### src/rtl/spi_ctrl_pkg.sv
// Shared definitions for the SPI controller and its command sequencer:
// sequencer state encoding and the control-register word layout.
package spi_ctrl_pkg;

  typedef enum logic [3:0] {
    ST_IDLE,
    ST_LOAD_TX,
    ST_LAUNCH,
    ST_POLL_REQ,
    ST_POLL_CHK,
    ST_READ_REQ,
    ST_READ_CAP,
    ST_DONE,
    ST_ERROR
  } state_t;

  localparam int CTRL_SEND_BIT      = 0;
  localparam int CTRL_ALL_ONES_BIT  = 1;
  localparam int CTRL_ALL_ZEROS_BIT = 2;
  localparam int CTRL_TX_END_LSB    = 4;
  localparam int CTRL_TX_END_W      = 9;
  localparam int CTRL_RX_END_LSB    = 16;
  localparam int CTRL_RX_END_W      = 10;

  function automatic logic [31:0] pack_ctrl(
    input logic                     send,
    input logic                     all_ones,
    input logic                     all_zeros,
    input logic [CTRL_TX_END_W-1:0] n_tx_end,
    input logic [CTRL_RX_END_W-1:0] n_rx_end
  );
    logic [31:0] w;
    w = '0;
    w[CTRL_SEND_BIT]                          = send;
    w[CTRL_ALL_ONES_BIT]                      = all_ones;
    w[CTRL_ALL_ZEROS_BIT]                     = all_zeros;
    w[CTRL_TX_END_LSB +: CTRL_TX_END_W]       = n_tx_end;
    w[CTRL_RX_END_LSB +: CTRL_RX_END_W]       = n_rx_end;
    return w;
  endfunction

endpackage

### src/rtl/secuenciador_spi_detector_flanco.sv
// Rising-edge detector: one-cycle pulse when senal_i goes 0 -> 1.
// The history flop updates every cycle, so a held level fires only once.
module detector_flanco (
  input  logic clk_i,
  input  logic reset_i,
  input  logic senal_i,
  output logic flanco_o
);

  logic prev_q, prev_d;

  always_comb prev_d = senal_i;

  always_ff @(posedge clk_i) begin
    if (reset_i) prev_q <= 1'b0;
    else         prev_q <= prev_d;
  end

  assign flanco_o = senal_i & ~prev_q;

endmodule

### src/rtl/secuenciador_spi.sv
// Command sequencer for the SPI controller: loads the TX buffer, launches the
// transfer, polls the send bit and reads back the RX bytes.
module secuenciador_spi
  import spi_ctrl_pkg::*;
#(
  parameter int         N_BYTES  = 4,
  parameter logic [7:0] TX_BASE  = 8'hA0,
  parameter int         POLL_MAX = 4096
) (
  input  logic        clk_i,
  input  logic        reset_i,
  input  logic        inicio_i,
  input  logic [31:0] salida_i,
  output logic        wr_o,
  output logic        reg_sel_o,
  output logic [31:0] entrada_o,
  output logic [31:0] addr_o,
  output logic        ocupado_o,
  output logic        listo_o,
  output logic        error_o,
  output logic [7:0]  dato_o
);

  localparam int         PW   = $clog2(POLL_MAX + 1);
  localparam logic [2:0] LAST = 3'(N_BYTES - 1);

  state_t        state_q, state_d;
  logic [2:0]    idx_q, idx_d;
  logic [PW-1:0] poll_q, poll_d;
  logic          wr_q, wr_d, sel_q, sel_d;
  logic [31:0]   entrada_q, entrada_d;
  logic [2:0]    addr_q, addr_d;
  logic          ocupado_q, ocupado_d, listo_q, listo_d, error_q, error_d;
  logic [7:0]    dato_q, dato_d;
  logic          inicio_flanco;
  logic          salida_unused;

  assign salida_unused = ^salida_i[31:8];

  detector_flanco u_flanco (
    .clk_i    (clk_i),
    .reset_i  (reset_i),
    .senal_i  (inicio_i),
    .flanco_o (inicio_flanco)
  );

  always_comb begin
    state_d = state_q;
    idx_d   = idx_q;
    poll_d  = poll_q;
    error_d = error_q;
    dato_d  = dato_q;
    case (state_q)
      ST_IDLE: if (inicio_flanco) begin
        idx_d   = '0;
        poll_d  = '0;
        error_d = 1'b0;
        state_d = ST_LOAD_TX;
      end
      ST_LOAD_TX: begin
        if (idx_q == LAST) state_d = ST_LAUNCH;
        else               idx_d   = idx_q + 3'd1;
      end
      ST_LAUNCH:   state_d = ST_POLL_REQ;
      ST_POLL_REQ: state_d = ST_POLL_CHK;
      ST_POLL_CHK: begin
        if (!salida_i[CTRL_SEND_BIT]) begin
          idx_d   = '0;
          state_d = ST_READ_REQ;
        end else begin
          poll_d = poll_q + 1'b1;
          if (poll_d == PW'(POLL_MAX)) begin
            error_d = 1'b1;
            state_d = ST_ERROR;
          end else begin
            state_d = ST_POLL_REQ;
          end
        end
      end
      ST_READ_REQ: state_d = ST_READ_CAP;
      ST_READ_CAP: begin
        if (idx_q == LAST) begin
          dato_d  = salida_i[7:0];
          state_d = ST_DONE;
        end else begin
          idx_d   = idx_q + 3'd1;
          state_d = ST_READ_REQ;
        end
      end
      default: state_d = ST_IDLE;
    endcase
  end

  // Outputs are decoded from the state being entered so they come out registered.
  always_comb begin
    wr_d      = 1'b0;
    sel_d     = 1'b0;
    addr_d    = '0;
    entrada_d = '0;
    listo_d   = 1'b0;
    ocupado_d = 1'b1;
    case (state_d)
      ST_LOAD_TX: begin
        wr_d      = 1'b1;
        sel_d     = 1'b1;
        addr_d    = idx_d;
        entrada_d = {24'b0, TX_BASE + {5'b0, idx_d}};
      end
      ST_LAUNCH: begin
        wr_d      = 1'b1;
        entrada_d = pack_ctrl(1'b1, 1'b0, 1'b0, 9'(N_BYTES - 1), 10'(N_BYTES - 1));
      end
      ST_READ_REQ, ST_READ_CAP: begin
        sel_d  = 1'b1;
        addr_d = idx_d;
      end
      ST_DONE: begin
        ocupado_d = 1'b0;
        listo_d   = 1'b1;
      end
      ST_IDLE, ST_ERROR: ocupado_d = 1'b0;
      default: ;
    endcase
  end

  always_ff @(posedge clk_i) begin
    if (reset_i) begin
      state_q   <= ST_IDLE;
      idx_q     <= '0;
      poll_q    <= '0;
      wr_q      <= 1'b0;
      sel_q     <= 1'b0;
      entrada_q <= '0;
      addr_q    <= '0;
      ocupado_q <= 1'b0;
      listo_q   <= 1'b0;
      error_q   <= 1'b0;
      dato_q    <= '0;
    end else begin
      state_q   <= state_d;
      idx_q     <= idx_d;
      poll_q    <= poll_d;
      wr_q      <= wr_d;
      sel_q     <= sel_d;
      entrada_q <= entrada_d;
      addr_q    <= addr_d;
      ocupado_q <= ocupado_d;
      listo_q   <= listo_d;
      error_q   <= error_d;
      dato_q    <= dato_d;
    end
  end

  assign wr_o      = wr_q;
  assign reg_sel_o = sel_q;
  assign entrada_o = entrada_q;
  assign addr_o    = {29'b0, addr_q};
  assign ocupado_o = ocupado_q;
  assign listo_o   = listo_q;
  assign error_o   = error_q;
  assign dato_o    = dato_q;

endmodule
### config.mk
export PLATFORM = sky130hd
export DESIGN_NAME = secuenciador_spi
export DESIGN_NICKNAME = d
export VERILOG_FILES = /design/src/rtl/spi_ctrl_pkg.sv /design/src/rtl/secuenciador_spi_detector_flanco.sv /design/src/rtl/secuenciador_spi.sv
export SDC_FILE = /design/constraint.sdc
export NUM_CORES = 1
export LEC_CHECK = 0
export BUFFER_PORTS_ARGS = -buffer_cell sky130_fd_sc_hd__buf_2
export CORE_ASPECT_RATIO = 0.9
export CORE_MARGIN = 2
export CORE_UTILIZATION = 42
export DETAILED_ROUTE_END_ITERATION = 16
export PLACE_DENSITY = 0.73
export SLEW_MARGIN = 20
export SYNTH_ARGS = -nofsm -noshare
export SYNTH_HDL_FRONTEND = slang
export SYNTH_SLANG_ARGS = --single-unit
### constraint.sdc
create_clock -name clk_i -period 3.5 [get_ports clk_i]
set_input_delay 0 -clock clk_i [delete_from_list [all_inputs] [get_ports clk_i]]
set_output_delay 0 -clock clk_i [all_outputs]
set_load 0.01 [all_outputs]
# Word-level counts from Yosys, hierarchy flattened
# Cells that the tools add are included.
[op_classes]
n_addsub = 3
eq_ne = 17
n_mux = 22
bitwise = 3
n_reduce_logical = 11
[op_table]
columns = ["operator", "n"]
rows = [
  ["18-bit one-hot mux with 2 select lines", 1],
  ["4-bit one-hot mux with 7 select lines", 1],
  ["13-bit two-way mux", 2],
  ["13-bit one-hot mux with 2 select lines", 1],
  ["4-bit by 3-bit == test with 1-bit output (second input constant)", 6],
  ["4-bit two-way mux", 4],
  ["13-bit by 1-bit adder with 13-bit output (second input constant)", 1],
  ["13-bit == test (second input constant)", 1],
  ["4-bit by 2-bit == test with 1-bit output (second input constant)", 3],
  ["3-bit two-way mux", 3],
  ["3-bit one-hot mux with 3 select lines", 1],
  ["8-bit by 3-bit adder with 8-bit output (first input constant)", 1],
  ["4-bit by 1-bit == test with 1-bit output (second input constant)", 2],
  ["4-bit zero test", 2],
  ["1-bit two-way mux", 7],
  ["2-bit != test (second input constant)", 3],
  ["2-bit OR reduction", 3],
  ["3-bit OR reduction", 2],
  ["4-bit == test (second input constant)", 1],
  ["4-bit AND reduction", 1],
  ["3-bit by 1-bit adder with 3-bit output (second input constant)", 1],
  ["3-bit by 2-bit == test with 1-bit output (second input constant)", 1],
  ["3-bit AND reduction", 1],
  ["2-bit two-way mux", 1],
  ["5 further kinds", 6],
]
[word_totals]
register_bits = 69
in_bits = 35
output_inout_bits = 77
elab_cells = 68

# Depth between registers and ports, before layout
# Gate-level depths: netlist of the first run.
[logic_depth]
depth_word = 9
depth_mapped = 8

# Cells and area by module
# From an unflattened synthesis of the first run, not the netlist that was laid out.
[hier_totals]
cells_unflattened = 309
area_unflattened_um2 = 2462.4
[by_module_without_submodules]
columns = ["mod", "instances", "cells_per_inst", "area_each_um2", "seq_area_each_um2"]
rows = [
  ["secuenciador_spi", 1, 306, 2414.8, 820.8],
  ["detector_flanco", 1, 3, 47.5, 20.0],
]

# Worst setup path before layout of the first run
# No wires, ideal clock.
[synth_path]
path_type = "register -> register"
start = "register poll_q[0]"
end = "register state_q[0]"
setup_ns = 0.120
arrival_time_ns = 1.823
required_time_ns = 3.380
setup_slack_ns = 1.557
path_stages_with_launch = 9
path_buffers = 2
path_cell_list = "dfxtp_1 > ha_1 > clkbuf_1 > and2_0 > buf_1 > nand4_1 > o32ai_1 > nand4_2 > o31a_1"
[synth_between]
elab_chain_cells = 5
[synth_rtl]
columns = ["element", "line_no", "rtl"]
rows = [
  ["from (decl)", "secuenciador_spi.sv:29", "logic [PW-1:0] poll_q, poll_d;"],
  ["from (signal assigned)", "secuenciador_spi.sv:142", "poll_q <= poll_d;"],
  ["13-bit by 1-bit adder with 13-bit output", "secuenciador_spi.sv:71", "poll_d = poll_q + 1'b1;"],
  ["13-bit == test", "secuenciador_spi.sv:72", "if (poll_d == PW'(POLL_MAX)) begin"],
  ["4-bit two-way mux", "secuenciador_spi.sv:72", ""],
  ["4-bit two-way mux", "secuenciador_spi.sv:67", "if (!salida_i[CTRL_SEND_BIT]) begin"],
  ["4-bit one-hot mux with 7 select lines", "secuenciador_spi.sv:53", "case (state_q)"],
  ["to (signal assigned)", "secuenciador_spi.sv:140", "state_q <= state_d;"],
  ["to (decl)", "secuenciador_spi.sv:27", "state_t state_q, state_d;"],
]
# No other way between the ends.
# A chain may end at the register's enable or synchronous reset.

# Final worst setup path of the first run
[layout_path]
start = "register state_q[0]"
end = "register poll_q[2]"
[layout_between]
elab_chain_cells = 3
elab_cells_between_ends = 7
[layout_rtl]
columns = ["element", "line_no"]
rows = [
  ["4-bit by 3-bit == test with 1-bit output or 4-bit zero test (tied branches)", "secuenciador_spi.sv:53"],
  ["2-bit != test (no source line) or 2-bit nonzero test (tied branches)", "--"],
  ["3-bit AND reduction (no source line)", "--"],
]
# Parallel ways exist; a longest one is shown, timed or not.

==> out/results.tsv, run 1 <==
metric	value	unit
Post-synth EDFFs	0	
grt total ovfl	0	
most frequent cells in the layout	53 x conb_1, 42 x dfxtp_1, 39 x nor2_1, 34 x buf_2, 16 x a21oi_1	
Synth Instances	288	
RSZ-0062 raised after global routing	no	
clock group share of total power	0.361	
detailed placement HPWL	3270	µm
Cells on Worst Hold Path	3	
vias per inst	4.87	
routed vias	1910	
Psw	0.238	mW
post-route ant nets	0	
Rows	26	
largest net degree at the start of global routing	30	
Post-route DRC	0	
Post-CTS Setup Bufs	0	
Final Skew	6.80	ps
post-synthesis mux area share	0.0416	
DR pass1 iterations	4	
worst r2r dst	poll_q[2]	
TritonCTS clock tree	built	
Ys Warns	0	
design area	0.00257	mm²
setup TNS	0	ps
Die Height	75.8	µm
Critical R2R Launch	state_q[0]	
headroom to the max-slew limit	0.471	
antenna violations before repair	0	
Die W	83.8	µm
main combinational cell family by area after synthesis	simple AND/OR/NAND/NOR gates	
Initial Utilization	0.430	
Worst Path Required	3720	ps
CP max stage cell	nor2_1	
worst hold path class	in -> reg	
Seq cells post-synth	42	
cts bufs inserted	5	
most common cell after layout, fill and taps aside	conb_1	
adder-cell share of the synthesized area	0.0104	
Comb pwr share	0.100	
Placed Instance Area	0.00239	mm²
R2R depth	5	
min setup slack post-route	1310	ps
Peak Freq	458	MHz
Internal Power	0.672	mW
power share of the sequential group	0.539	
Std-Cell Core Area	0.00560	mm²
Layout Cells excl Fill	392	
crit path kind	reg -> reg	
starting DRC count in detailed routing	103	
Worst Path Max Fanout	13	
Worst Tran Pin Value	790	ps
Arrival @ worst endpoint	2410	ps
Top FF cell, synth	dfxtp_1	
HP Start	salida_i[0]	
Netlist cell types	57	
CP endpoint kind	register	
port bufs	34	
overall routing resource usage	0.150	
clk slew on worst S/H paths	80	ps
final period utilization	0.624	
fin nets	358	
final core occ	0.459	
power density over the cells	355	mW/mm²
setup violators final	0	
Synth Area in XOR/XNOR	0.00728	
mean routed wirelength per cell	12.1	µm
Antenna diodes	0	
maximum VDD drop	0.244	mV
Layout Area Growth over Synthesis	6.60	%
Setup WS pre-CTS	1320	ps
H-tree levels	2	
Synth Area in Compound Gates	0.153	
async set or reset register ratio after synthesis	0	
most frequent CP cell	nor2_1	
mean area per synthesized cell	8.36	µm²
worst hold slack	19.0	ps
Worst-Skew Late Latency	300	ps
final slew viol count	0	
sink of the worst hold path	dato_o[0]	
full die area	0.00635	mm²
layout cells sized above 1	0.161	
status	completed	
Num Clock Sinks	42	
global-route wire length before repair	7740	µm
CP peak stage delay	670	ps
Fin. Hold Viols	0	
Final GP Congestion	0.826	
leak pwr	1.11	nW
Final min period	2190	ps
vias in the first global route	1697	
IO Count	112	
max_cap viols	0	
CP startpoint	state_q[0]	
maximum clock path buffer count	2	
Post-Route WL	4760	µm
Root Buffer	clkbuf_8	
critical path cell sequence	nor2_1 > and3_1 > nor2_1 > o21ai_0 > a21oi_1	
crit start category	register	
switch share	0.261	
Synth Area in Simple Gates	0.229	
Inst Count DP	376	
total power	0.910	mW
Post-Syn Area	0.00241	mm²
Seq/Total Area, Yosys	0.349	
R2R Setup Slk	1310	ps
worst max-delay path by stage:
stage,to,slack [ps],cells after the start
after floorplan,state_q[0],1560,8
after global placement,poll_q[5],1440,5
after detailed placement,poll_q[3],1320,5
after CTS,poll_q[2],1280,5
after global routing,poll_q[2],1050,5
final,poll_q[2],1310,5
final cells by class:
type,instances,area (µm²)
inverters,8,30.0
clock buffers,6,82.6
clock inverters,2,12.5
repair buffers,42,250
multi-input cells,222,1260
well taps,70,87.6
flip-flops and latches,42,841
fillers,547,3030
power by group through the flow:
stage / registers (mW) / clock network [mW] / logic [mW]
3_5_place_dp: 0.502 / 0 / 0.0823
3_3_place_gp: 0.501 / 0 / 0.0811
4_1_cts: 0.491 / 0.334 / 0.0895
5_1_grt: 0.492 / 0.359 / 0.102
6_report: 0.491 / 0.328 / 0.0908
2_1_floorplan: 0.502 / 0 / 0.106
routing by layer:
metal | wire (µm) | share of wire | vias up | global-route usage
met5 | 0 | 0 | - | 0
met4 | 40 | 0.0084 | 0 | 0.0502
met3 | 303 | 0.064 | 5 | 0.0466
met2 | 2260 | 0.48 | 82 | 0.258
met1 | 2150 | 0.45 | 871 | 0.184
li1 | - | - | 952 | -
synth_stat cells, types with 3 or more instances:
master	n	area (µm²)
mux2i_1	10	100
nand3b_1	4	30.0
inv_1	8	30.0
buf_2	3	15.0
clkbuf_1	8	30.0
nand2b_1	4	25.0
nand4_1	3	18.8
nor2_1	39	146
buf_4	56	420
nor3_1	5	25.0
nor2b_1	4	25.0
dfxtp_1	42	841
nand3_1	3	15.0
and3_1	5	31.3
or3_1	3	18.8
o21ai_0	14	70.1
a21oi_1	16	80.1
nand2_1	10	37.5
a211oi_1	3	22.5
worst max-delay path, delay by kind of cell, from the launching register on:
family,cells,cell delay [ps]
and+or+nand+nor,3,1190
DFF,1,520
AOI/OAI and AO/OA,2,400
kinds of logic (layout without fill, tap and decap cells):
family / count (synthesis) / in the layout
XOR/XNOR: 2 / 2
AO/OA/AOI/OAI: 56 / 56
AND/OR/NAND/NOR: 99 / 99
multiplexers: 10 / 10
flip-flops: 42 / 42
buffers and inverters: 76 / 58
adder cells (fa/ha/maj): 2 / 2
other: 1 / 53
sequential cells by signal, indices dropped and copies added (netlist names), 3 cells and up:
name	count
dato_o	8
addr_q	3
idx_q	3
entrada_o	6
poll_q	13
state_q	4
what timing repair did:
action | in CTS | in global routing
hold buffers | 8 | 0
endpoints found under the hold margin | 8 | 0
gates resized for setup | 0 | 0
No activity file was read; power rests on OpenSTA's default activity.
==> run 2: changes to the inputs <==
clock period = 2.08 ns   (was 3.5 ns; I/O delays follow)
==> out/results.tsv, run 2 (synthesized netlist as in run 1, its figures left out) <==
metric	value	unit	change
status	completed		unchanged
crit start category	register		unchanged
antenna violations before repair	0		unchanged
Post-Route WL	4810	µm	was 4760 µm
flip-flop count of the largest register after layout	13		unchanged
Initial Utilization	0.430		unchanged
Layout Area Growth over Synthesis	12.8	%	was 6.60%
final slew viol count	0		unchanged
Inst Count DP	387		was 376
H-tree levels	2		unchanged
TritonCTS clock tree	built		unchanged
starting DRC count in detailed routing	119		was 103
Peak Freq	508	MHz	was 458 MHz
worst hold path class	in -> reg		unchanged
power share of the sequential group	0.466		was 0.539
vias in the first global route	1587		was 1697
Fin. Hold Viols	0		unchanged
vias per inst	4.96		was 4.87
setup TNS	0	ps	unchanged
clock group share of total power	0.445		was 0.361
Critical R2R Launch	poll_q[0]		was state_q[0]
fill cell count	540		was 547
Post-CTS Setup Bufs	0		unchanged
clk slew on worst S/H paths	90	ps	was 80 ps
Placed Instance Area	0.00247	mm²	was 0.00239 mm²
Root Buffer	clkbuf_8		unchanged
multi-input logic area	0.00129	mm²	was 0.00126 mm²
headroom to the max-slew limit	0.587		was 0.471
full die area	0.00635	mm²	unchanged
Num Clock Sinks	42		unchanged
layout cells sized above 1	0.195		was 0.161
maximum clock path buffer count	2		unchanged
global-route wire length before repair	7330	µm	was 7740 µm
most common cell after layout, fill and taps aside	conb_1		unchanged
mean routed wirelength per cell	11.9	µm	was 12.1 µm
most frequent cells in the layout	53 x conb_1, 42 x dfxtp_1, 39 x nor2_1, 34 x buf_2, 16 x a21oi_1		unchanged
setup violators final	0		unchanged
CP startpoint	poll_q[0]		was state_q[0]
design area	0.00272	mm²	was 0.00257 mm²
CP endpoint kind	register		unchanged
power density over the cells	652	mW/mm²	was 355 mW/mm²
Final Skew	8.66	ps	was 6.80 ps
Worst Path Required	2290	ps	was 3720 ps
met3 Usage GRT	0.0423		was 0.0466
IO Count	112		unchanged
Post-route DRC	0		unchanged
post-route ant nets	0		unchanged
Die W	83.8	µm	unchanged
Arrival @ worst endpoint	2170	ps	was 2410 ps
routed vias	1999		was 1910
final period utilization	0.946		was 0.624
Internal Power	1.35	mW	was 0.672 mW
Std-Cell Core Area	0.00560	mm²	unchanged
Sequential Area	841	µm²	unchanged
Rows	26		unchanged
Psw	0.423	mW	was 0.238 mW
global route hottest layer	met2		unchanged
leak pwr	1.22	nW	was 1.11 nW
Worst Path Max Fanout	7		was 13
min setup slack post-route	112	ps	was 1310 ps
grt total ovfl	0		unchanged
detailed placement HPWL	3370	µm	was 3270 µm
Top reg by flops	poll_q		unchanged
cts bufs inserted	5		unchanged
Layout Cells excl Fill	403		was 392
Setup WS pre-CTS	124	ps	was 1320 ps
fin nets	369		was 358
port bufs	34		unchanged
Final GP Congestion	0.835		was 0.826
Antenna diodes	0		unchanged
DR pass1 iterations	4		unchanged
overall routing resource usage	0.143		was 0.150
Worst-Skew Late Latency	310	ps	was 300 ps
Comb pwr share	0.089		was 0.100
met2 Track Usage GR	0.237		was 0.258
Worst Tran Pin Value	612	ps	was 790 ps
maximum VDD drop	0.616	mV	was 0.244 mV
Final min period	1970	ps	was 2190 ps
Die Height	75.8	µm	unchanged
HP Start	salida_i[0]		unchanged
met1 Use GR	0.181		was 0.184
crit path kind	reg -> reg		unchanged
largest net degree at the start of global routing	18		was 30
max_cap viols	0		unchanged
switch share	0.239		was 0.261
run 2: cell types whose count changed in the layout (fill, tap and decap cells not counted), moves of 2 or more:
cell | before | now
nor4_2 | 2 | 0
nor4_4 | 0 | 2
buf_4 | 0 | 11
bufinv_16 | 0 | 2
run 2: timing repair:
item | CTS | global route
hold endpoints to repair | 8 | 0
hold buffers | 8 | 0
gates resized for setup | 0 | 4
endpoints found under the setup margin | 0 | 3
run 2: per-stage QoR:
stage | hold WS [ps] | power, mW | utilization
4_1_cts | 24.6 | 1.77 | 0.481
5_1_grt | 42.5 | 1.83 | 0.485
6_report | 20.9 | 1.77 | 0.485
3_3_place_gp | 224 | 0.984 | 0.442
3_5_place_dp | 233 | 0.986 | 0.442
2_1_floorplan | 102 | 1.02 | -
run 2: cell type report:
type / instances / area share
timing repair buffer: 53 / 0.123
clock inverter: 3 / 0.0253
inverter: 8 / 0.0111
sequential: 42 / 0.310
multi-input combinational: 222 / 0.474
clock buffer: 5 / 0.0253
tap: 70 / 0.0323
run 2: layer usage:
layer | vias to the layer above | part of all wire
met3 | 8 | 0.070
met4 | 0 | 0.014
met1 | 921 | 0.47
li1 | 981 | -
met2 | 89 | 0.44
met5 | - | 0
run 2: critical path: stages (launching register included):
cell,delay [ps]
dfxtp_1,450
nand3_2,240
or3_4,480
o31ai_4,270
nand4_2,130
o31a_1,290
run 2: path summary, 6_finish.rpt:
| path | end | slack (ps) | depth (start not counted) |
|---|---|---|---|
| worst max-delay path | state_q[0] | 110 | 5 |
| worst min-delay path | dato_o[0] | 20 | 3 |
| worst max register to register | state_q[0] | 110 | 5 |
| worst min register to register | error_o | 470 | 2 |
run 2: power by group through the flow:
stage	logic [mW]	clock network (mW)	registers, mW
2_1_floorplan	0.179	0	0.845
3_5_place_dp	0.141	0	0.844
4_1_cts	0.153	0.792	0.825
5_1_grt	0.173	0.830	0.828
6_report	0.157	0.788	0.826
3_3_place_gp	0.140	0	0.844
